==> src/rtl/mem_arbiter_19.sv <==
// mem_arbiter_19 -- arbiter/sequencer for the single-port unified memory of cpu_19.
//
// Shares one memory port between instruction fetch (IF), MEM-stage data
// access (DM) and a loader/debug port (LD). At most one registered memory
// command is issued per cycle. Each read returns a one-cycle rvalid pulse to
// its owner two cycles after the request was sampled.
//
// A small FSM (RUN -> DRAIN -> LOAD) gives the loader exclusive ownership of
// the memory for program preload.
//
// Optional feature: define ARB_STATS_EN to add the saturating statistics
// counters stat_if_cnt, stat_dm_cnt, stat_ld_cnt and stat_conflict_cnt.
//
// Ports:
//   clk1, reset                  clock; synchronous active-low reset
//   if_req/if_addr               fetch request (reads only)
//   if_ack, if_rvalid            fetch command accepted / fetch data on rdata
//   dm_req/dm_we/dm_addr/dm_wdata  data request
//   dm_ack, dm_rvalid            data command accepted / read data on rdata
//   ld_mode                      loader asks for exclusive ownership
//   ld_ready                     loader owns the memory (state LOAD)
//   ld_req/ld_we/ld_addr/ld_wdata  loader request
//   ld_ack, ld_rvalid            loader command accepted / read data on rdata
//   rdata                        shared read data (pass-through of mem_rdata)
//   mem_en/mem_we/mem_addr/mem_wdata  registered memory command
//   mem_rdata                    memory read data, valid the cycle after a read
//   arb_state                    0=RUN, 1=DRAIN, 2=LOAD
//   stat_*_cnt                   statistics counters (ARB_STATS_EN only)

module mem_arbiter_19 #(
    parameter int ADDR_W       = 11,
    parameter int DATA_W       = 19,
    parameter int STARVE_LIMIT = 4
`ifdef ARB_STATS_EN
    ,
    parameter int CNT_W        = 16
`endif
) (
    input  logic              clk1,
    input  logic              reset,
    input  logic              if_req,
    input  logic [ADDR_W-1:0] if_addr,
    output logic              if_ack,
    output logic              if_rvalid,
    input  logic              dm_req,
    input  logic              dm_we,
    input  logic [ADDR_W-1:0] dm_addr,
    input  logic [DATA_W-1:0] dm_wdata,
    output logic              dm_ack,
    output logic              dm_rvalid,
    input  logic              ld_mode,
    output logic              ld_ready,
    input  logic              ld_req,
    input  logic              ld_we,
    input  logic [ADDR_W-1:0] ld_addr,
    input  logic [DATA_W-1:0] ld_wdata,
    output logic              ld_ack,
    output logic              ld_rvalid,
    output logic [DATA_W-1:0] rdata,
    output logic              mem_en,
    output logic              mem_we,
    output logic [ADDR_W-1:0] mem_addr,
    output logic [DATA_W-1:0] mem_wdata,
    input  logic [DATA_W-1:0] mem_rdata,
    output logic [1:0]        arb_state
`ifdef ARB_STATS_EN
    ,
    output logic [CNT_W-1:0]  stat_if_cnt,
    output logic [CNT_W-1:0]  stat_dm_cnt,
    output logic [CNT_W-1:0]  stat_ld_cnt,
    output logic [CNT_W-1:0]  stat_conflict_cnt
`endif
);

    typedef enum logic [1:0] {
        RUN   = 2'd0,
        DRAIN = 2'd1,
        LOAD  = 2'd2
    } state_t;

    localparam int            SW         = $clog2(STARVE_LIMIT + 1);
    localparam logic [SW-1:0] STARVE_MAX = SW'(STARVE_LIMIT);

    state_t        state, state_nx;
    logic [SW-1:0] starve_cnt;
    logic          starved;
    logic          grant_if, grant_dm, grant_ld;
    // Read issued in the current cycle; becomes the owner's rvalid next cycle.
    logic          pend_if, pend_dm, pend_ld;

    assign starved   = (starve_cnt == STARVE_MAX);
    assign rdata     = mem_rdata;
    assign arb_state = state;

    always_comb begin
        // NOTE: every signal gets a default first so no path can infer a latch.
        grant_if = 1'b0;
        grant_dm = 1'b0;
        grant_ld = 1'b0;
        state_nx = state;
        case (state)
            RUN: begin
                // DM normally wins; a starved IF takes exactly one grant.
                grant_if = if_req && (!dm_req || starved);
                grant_dm = dm_req && !grant_if;
                if (ld_mode) state_nx = DRAIN;
            end
            DRAIN: begin
                if (!ld_mode)                              state_nx = RUN;
                else if (!(pend_if || pend_dm || pend_ld)) state_nx = LOAD;
            end
            LOAD: begin
                // Dropping ld_mode wins over a request sampled in the same cycle.
                if (!ld_mode) state_nx = RUN;
                else          grant_ld = ld_req;
            end
            default: state_nx = RUN;
        endcase
    end

    always_ff @(posedge clk1) begin
        // NOTE: sequential state uses non-blocking assignments so every register
        // samples pre-edge values regardless of statement order.
        if (!reset) begin
            state      <= RUN;
            starve_cnt <= '0;
            ld_ready   <= 1'b0;
            if_ack     <= 1'b0;
            dm_ack     <= 1'b0;
            ld_ack     <= 1'b0;
            mem_en     <= 1'b0;
            mem_we     <= 1'b0;
            mem_addr   <= '0;
            mem_wdata  <= '0;
            pend_if    <= 1'b0;
            pend_dm    <= 1'b0;
            pend_ld    <= 1'b0;
            if_rvalid  <= 1'b0;
            dm_rvalid  <= 1'b0;
            ld_rvalid  <= 1'b0;
        end else begin
            state    <= state_nx;
            ld_ready <= (state_nx == LOAD);
            if_ack   <= grant_if;
            dm_ack   <= grant_dm;
            ld_ack   <= grant_ld;
            mem_en   <= grant_if || grant_dm || grant_ld;

            // Address/we/wdata hold when idle; wdata only changes on writes.
            if (grant_dm) begin
                mem_we   <= dm_we;
                mem_addr <= dm_addr;
                if (dm_we) mem_wdata <= dm_wdata;
            end else if (grant_if) begin
                mem_we   <= 1'b0;
                mem_addr <= if_addr;
            end else if (grant_ld) begin
                mem_we   <= ld_we;
                mem_addr <= ld_addr;
                if (ld_we) mem_wdata <= ld_wdata;
            end

            pend_if   <= grant_if;
            pend_dm   <= grant_dm && !dm_we;
            pend_ld   <= grant_ld && !ld_we;
            if_rvalid <= pend_if;
            dm_rvalid <= pend_dm;
            ld_rvalid <= pend_ld;

            // Starvation only accumulates in RUN; outside RUN it stays cleared.
            if (state == RUN && if_req && !grant_if)
                starve_cnt <= starved ? starve_cnt : starve_cnt + 1'b1;
            else
                starve_cnt <= '0;
        end
    end

`ifdef ARB_STATS_EN
    function automatic logic [CNT_W-1:0] sat_inc(input logic [CNT_W-1:0] v);
        return (&v) ? v : v + 1'b1;
    endfunction

    // Counters step on the edge that raises the matching ack.
    always_ff @(posedge clk1) begin
        if (!reset) begin
            stat_if_cnt       <= '0;
            stat_dm_cnt       <= '0;
            stat_ld_cnt       <= '0;
            stat_conflict_cnt <= '0;
        end else begin
            if (grant_if) stat_if_cnt <= sat_inc(stat_if_cnt);
            if (grant_dm) stat_dm_cnt <= sat_inc(stat_dm_cnt);
            if (grant_ld) stat_ld_cnt <= sat_inc(stat_ld_cnt);
            if (state == RUN && if_req && dm_req)
                stat_conflict_cnt <= sat_inc(stat_conflict_cnt);
        end
    end
`endif

endmodule

==> config.mk <==
export PLATFORM = sky130hd
export DESIGN_NAME = mem_arbiter_19
export DESIGN_NICKNAME = d
export VERILOG_FILES = /design/src/rtl/mem_arbiter_19.sv
export SDC_FILE = /design/constraint.sdc
export NUM_CORES = 1
export LEC_CHECK = 0
export CORE_MARGIN = 3
export CORE_UTILIZATION = 34
export DETAILED_ROUTE_END_ITERATION = 8
export PLACE_DENSITY = 0.81
export SYNTH_ARGS = -nofsm -noshare
export SYNTH_HDL_FRONTEND = slang
export SYNTH_SLANG_ARGS = --single-unit
==> constraint.sdc <==
create_clock -name clk1 -period 2.16 [get_ports clk1]
set_input_delay 0.324 -clock clk1 [delete_from_list [all_inputs] [get_ports clk1]]
set_output_delay 0.324 -clock clk1 [all_outputs]
set_load 0.03 [all_outputs]
* After elaboration in Yosys (flattened, before gate mapping)
Cells that the tools add are included.
Word-level totals: register bits after elaboration 46, input port bits 98, output and inout bits 60, logic and storage cells 64
Operators by class: $add $sub $neg 1, eq/ne operators 6, multiplexer cells 20, reductions and logical operators 22
Operator list (count):
- two-way mux 19 bit | 5
- two-way mux 11 bit | 3
- two-way mux 2 bit | 4
- two-way mux 1 bit | 7
- logical AND 1 bit | 6
- one-hot mux 2 bit (3 select lines) | 1
- logical NOT 1 bit | 5
- logical OR 1 bit | 5
- == test 2 bit, second input constant | 2
- AND reduction 4 bit | 1
- nonzero test 2 bit | 2
- adder 3 x 1 -> 3 bit, second input constant | 1
- == test 3 bit, second input constant | 1
- nonzero test 3 bit | 1
- == test 2 x 1 -> 1 bit, second input constant | 1
- logical NOT 2 bit | 1
- inequality test 2 x 1 -> 1 bit, second input constant | 1
- inequality test 2 bit, second input constant | 1
- AND reduction 2 bit | 1

* Depth between registers and ports, before layout
depth after elaboration 8, mapped depth 7, gate-level depth less buffers 6

* Worst setup path after synthesis
No wires, ideal clock.
path type register to register, start register starve_cnt[0], end register mem_addr[1], library setup time 0.138 ns, arrival time 1.468 ns, required time 2.022 ns, path slack 0.554 ns, stages on the path, launching flop included 8, buffers on the path 1, period minus slack after synthesis 1.606 ns, cell sequence dfxtp_1 -> inv_1 -> ha_1 -> nand2_1 -> a2111o_1 -> buf_6 -> mux2i_1 -> o221ai_1
Between the ends: cells in the longest elaborated chain, start to end 7, elaborated cells on any way between the ends 10, classes of those cells 1 x eq/ne; 4 x mux; 5 x reduce/logical
Ends and longest elaborated chain:
- start, declared | RTL line 85 | logic [SW-1:0] starve_cnt;
- start signal, assigned | RTL line 172 | starve_cnt <= starved ? starve_cnt : starve_cnt + 1'b1;
- == test 3 bit * | RTL line 91 | assign starved = (starve_cnt == STARVE_MAX);
- logical OR 1 bit * | RTL line 104 | grant_if = if_req && (!dm_req || starved);
- logical AND 1 bit * | RTL line 104
- logical NOT 1 bit | RTL line 105 | grant_dm = dm_req && !grant_if;
- logical AND 1 bit | RTL line 105
- two-way mux 1 bit | RTL line 101 | case (state)
- nonzero test 3 bit (no source line) or two-way mux 11 bit (tied branches)
- end signal, assigned | RTL line 152 | mem_addr <= dm_addr;
- end signal, assigned | RTL line 156 | mem_addr <= if_addr;
- end signal, assigned | RTL line 159 | mem_addr <= ld_addr;
- end, declared | RTL line 62 | output logic [ADDR_W-1:0] mem_addr,
Every way passes the cells marked *; elsewhere a longest branch is shown, timed or not. A chain may end at the register's enable or synchronous reset.

* Worst setup path after layout
start register state[1] (netlist: arb_state[1]), end output port arb_state[1]
RTL lines:
- start, declared | RTL line 84 | state_t state, state_nx;
- start signal, assigned | RTL line 142 | state <= state_nx;
- end, declared | RTL line 65 | output logic [1:0] arb_state
No word-level cell between the ends.

==> impl_results.md <==
* Largest net degree at the start of global routing at 40
* CTS max path bufs at 2
* Clock root cell: clkbuf_8
* Hold slack at 0.475 ns
* Outcome: complete, no violations
* # H-tree levels at 2
* Worst path cell trace: clkdlybuf4s50_1
* Final setup viols at 0
* Initial core utilization at 36.4%
* Synth async-reset ratio at 0%
* Core footprint at 5710 um2
* Leak at 1.32 nW
* Critical path class: reg2out
* Relative slew slack at 68.6%
* CTS tree: done
* Die Y at 84.2 um
* Hold_buf cts at 0
* I/O Buffers at 119
* Hold path depth at 1
* Hold Path Class: reg2reg
* Synth area leader: dfxtp_1
* Total power at 2.16 mW
* Critical R2R Launch: starve_cnt[0]
* Placed Cells at 408
* Post-synth EDFFs at 0
* Share of cells above drive strength 1 at 5.23%
* Req. time, crit path at 1.84 ns
* Drc violations at 0
* Synth warn at 0
* Non-Filler Instances at 416
* Sequential area share after synthesis at 44.3%
* Place WS at 0.213 ns
* Die area at 7080 um2
* Distinct cell type count after synthesis at 27
* R2R Setup Slk at 0.41 ns
* PwrDens at 651 nW/um2
* Largest family of logic cells by synthesized area: simple AND/OR/NAND/NOR gates
* Syn Inst Count at 246
* Post-synthesis xor/xnor area fraction at 0%
* Max-capacitance violation count at 0
* Fin nets at 443
* Worst-Margin Slew at 0.470 ns
* Final core utilization at 58.1%
* Vias/cell at 4.94
* Peak supply drop at 0.311 mV
* Post-route ant nets at 0
* Synth-to-Final Area Change at 59.6%
* Clock Pin Slew Worst Setup and Hold Paths at 0.09 ns
* Slowest CP cell: clkdlybuf4s50_1
* CP endpoint kind: output port
* First-pass GRT wire length at 9.14 mm
* Main area contributors after synthesis: dfxtp_1 (44%), nand2_1 (9.4%), buf_4 (6.9%)
* Routed vias at 2055
* Clk sinks at 46
* Netlist Area Pre-Place at 2080 um2
* Final WL at 5.73 mm
* Boundary Pins at 158
* Setup Skew at 0.00605 ns
* Overflow after GRT at 0
* Hold Crit Start: pend_ld
* Compound-Gate Fraction of Synth Area at 16.9%
* Worst-Skew Late Latency at 0.29 ns
* Unrepaired setup endpoints after global routing: no
* Post-CTS Setup Bufs at 0
* Post-synthesis simple-gate area fraction at 19.2%
* Crit path max fanout at 8
* N_diodes at 0
* WL/cell at 13.8 um
* DIE WIDTH at 84.2 um
* Initial DRC count at 71
* Post-synthesis mux area share at 6.27%
* Post-synthesis average cell area at 8.44 um2
* Global-route usage over all layers at 15.5%
* Crit path buf inv count at 1
* Worst R2R End: mem_addr[6]
* Adder-Cell Fraction of Synth Area at 1.20%
* Post-Place Cell Area at 3200 um2
* Rows at 27
* Worst Hold End: ld_rvalid
* Post-cts gate resize count at 0
* Syn nets at 346
* HPWL after detailed placement at 4.29 mm
* Slew Viols, Final at 0
* CP Launch Type: flop
* CTS buffer count at 5
* Post-route cell area at 3320 um2
* Final hold viol count at 0
* Drt first pass iters at 4
* Part of the cycle the worst path needs at 87.7%
* CP delay by family, top: buffers and inverters
* Share of the synthesized area in the top cell type at 44.3%
* Reg2reg path depth at 7
* TNS Setup at 0 ns
* Fin worst setup slack at 0.266 ns
* CP max stage delay at 0.74 ns
* Max Clk Rate at 528 MHz
* Final worst path period need at 1.89 ns
* Synthesized flop and latch total at 46
* Antenna violations before repair at 0
* Top_reg_cell synth: dfxtp_1
* CP arrival at 1.57 ns
* Vias in the first global route at 1968
* Gpl congestion at 0.745
[cell families (layout without fill, tap and decap cells)]
logic type,after synthesis,after routing
AO/OA/AOI/OAI,53,53
multiplexers,13,13
flip-flops,46,46
adder cells (fa/ha/maj),2,2
buffers and inverters,43,141
AND/OR/NAND/NOR,89,89
[synthesized netlist by cell type (2+ instances only)]
master	n
a31oi_1	19
and2_1	5
and3_1	3
buf_2	7
buf_4	19
clkbuf_1	9
dfxtp_1	46
ha_1	2
inv_1	6
mux2i_1	13
nand2_1	52
nand3_1	13
nor2_1	8
nor3_1	3
o21ai_0	19
o221ai_1	11
[power by group]
group | switching [mW] | total [mW] | internal [mW]
clock network | 0.295 | 0.642 | 0.347
logic | 0.281 | 0.578 | 0.297
registers | 0.0314 | 0.940 | 0.908
total | 0.608 | 2.16 | 1.55
[area by class of cell]
class / instances / area, um2
fillers: 503 / 2390
clock inverters: 3 / 43.8
clock buffers: 5 / 68.8
repair buffers: 127 / 1260
well taps: 72 / 90.1
flip-flops and latches: 46 / 921
inverters: 6 / 22.5
multi-input cells: 157 / 906
[routing by layer]
| metal | GRT usage (%) | vias to the layer above | wire length [um] |
|---|---|---|---|
| li1 | - | 1032 | - |
| met1 | 18.0 | 921 | 2280 |
| met3 | 5.40 | 11 | 565 |
| met4 | 4.53 | 0 | 65 |
| met5 | 0 | - | 0 |
| met2 | 27.0 | 91 | 2820 |
[flip-flops by register name (all words and copies together) (netlist names)]
register and cells:
ld_ack 1, pend_dm 1, pend_if 1, pend_ld 1, mem_wdata 19, if_rvalid 1
arb_state 2, ld_ready 1, mem_we 1, dm_rvalid 1, ld_rvalid 1, mem_addr 11
starve_cnt 3, mem_en 1, dm_ack 1
[worst max path at each step]
stage | slack, ns | startpoint | cells past startpoint | end
3_3_place_gp | 0.25 | if_req | 5 | mem_addr[10]
5_1_grt | 0.23 | arb_state[1] | 1 | arb_state[1]
2_1_floorplan | 0.55 | starve_cnt[0] | 7 | mem_addr[1]
3_5_place_dp | 0.21 | dm_req | 5 | mem_addr[0]
4_1_cts | 0.27 | arb_state[1] | 1 | arb_state[1]
6_report | 0.27 | arb_state[1] | 1 | arb_state[1]
[layout by cell type, fill, tap and decap left out, types with 5 or more instances in the layout]
| master | synthesis | routed |
|---|---|---|
| clkdlybuf4s50_1 | 0 | 119 |
| nand2_1 | 52 | 52 |
| and2_1 | 5 | 5 |
| a31oi_1 | 19 | 19 |
| nor2_1 | 8 | 8 |
| dfxtp_1 | 46 | 46 |
| o221ai_1 | 11 | 11 |
| nand3_1 | 13 | 13 |
| clkbuf_8 | 0 | 5 |
| buf_4 | 19 | 7 |
| inv_1 | 6 | 6 |
| o21ai_0 | 19 | 19 |
| mux2i_1 | 13 | 13 |
Note: power is estimated with default switching activity, not from simulation.
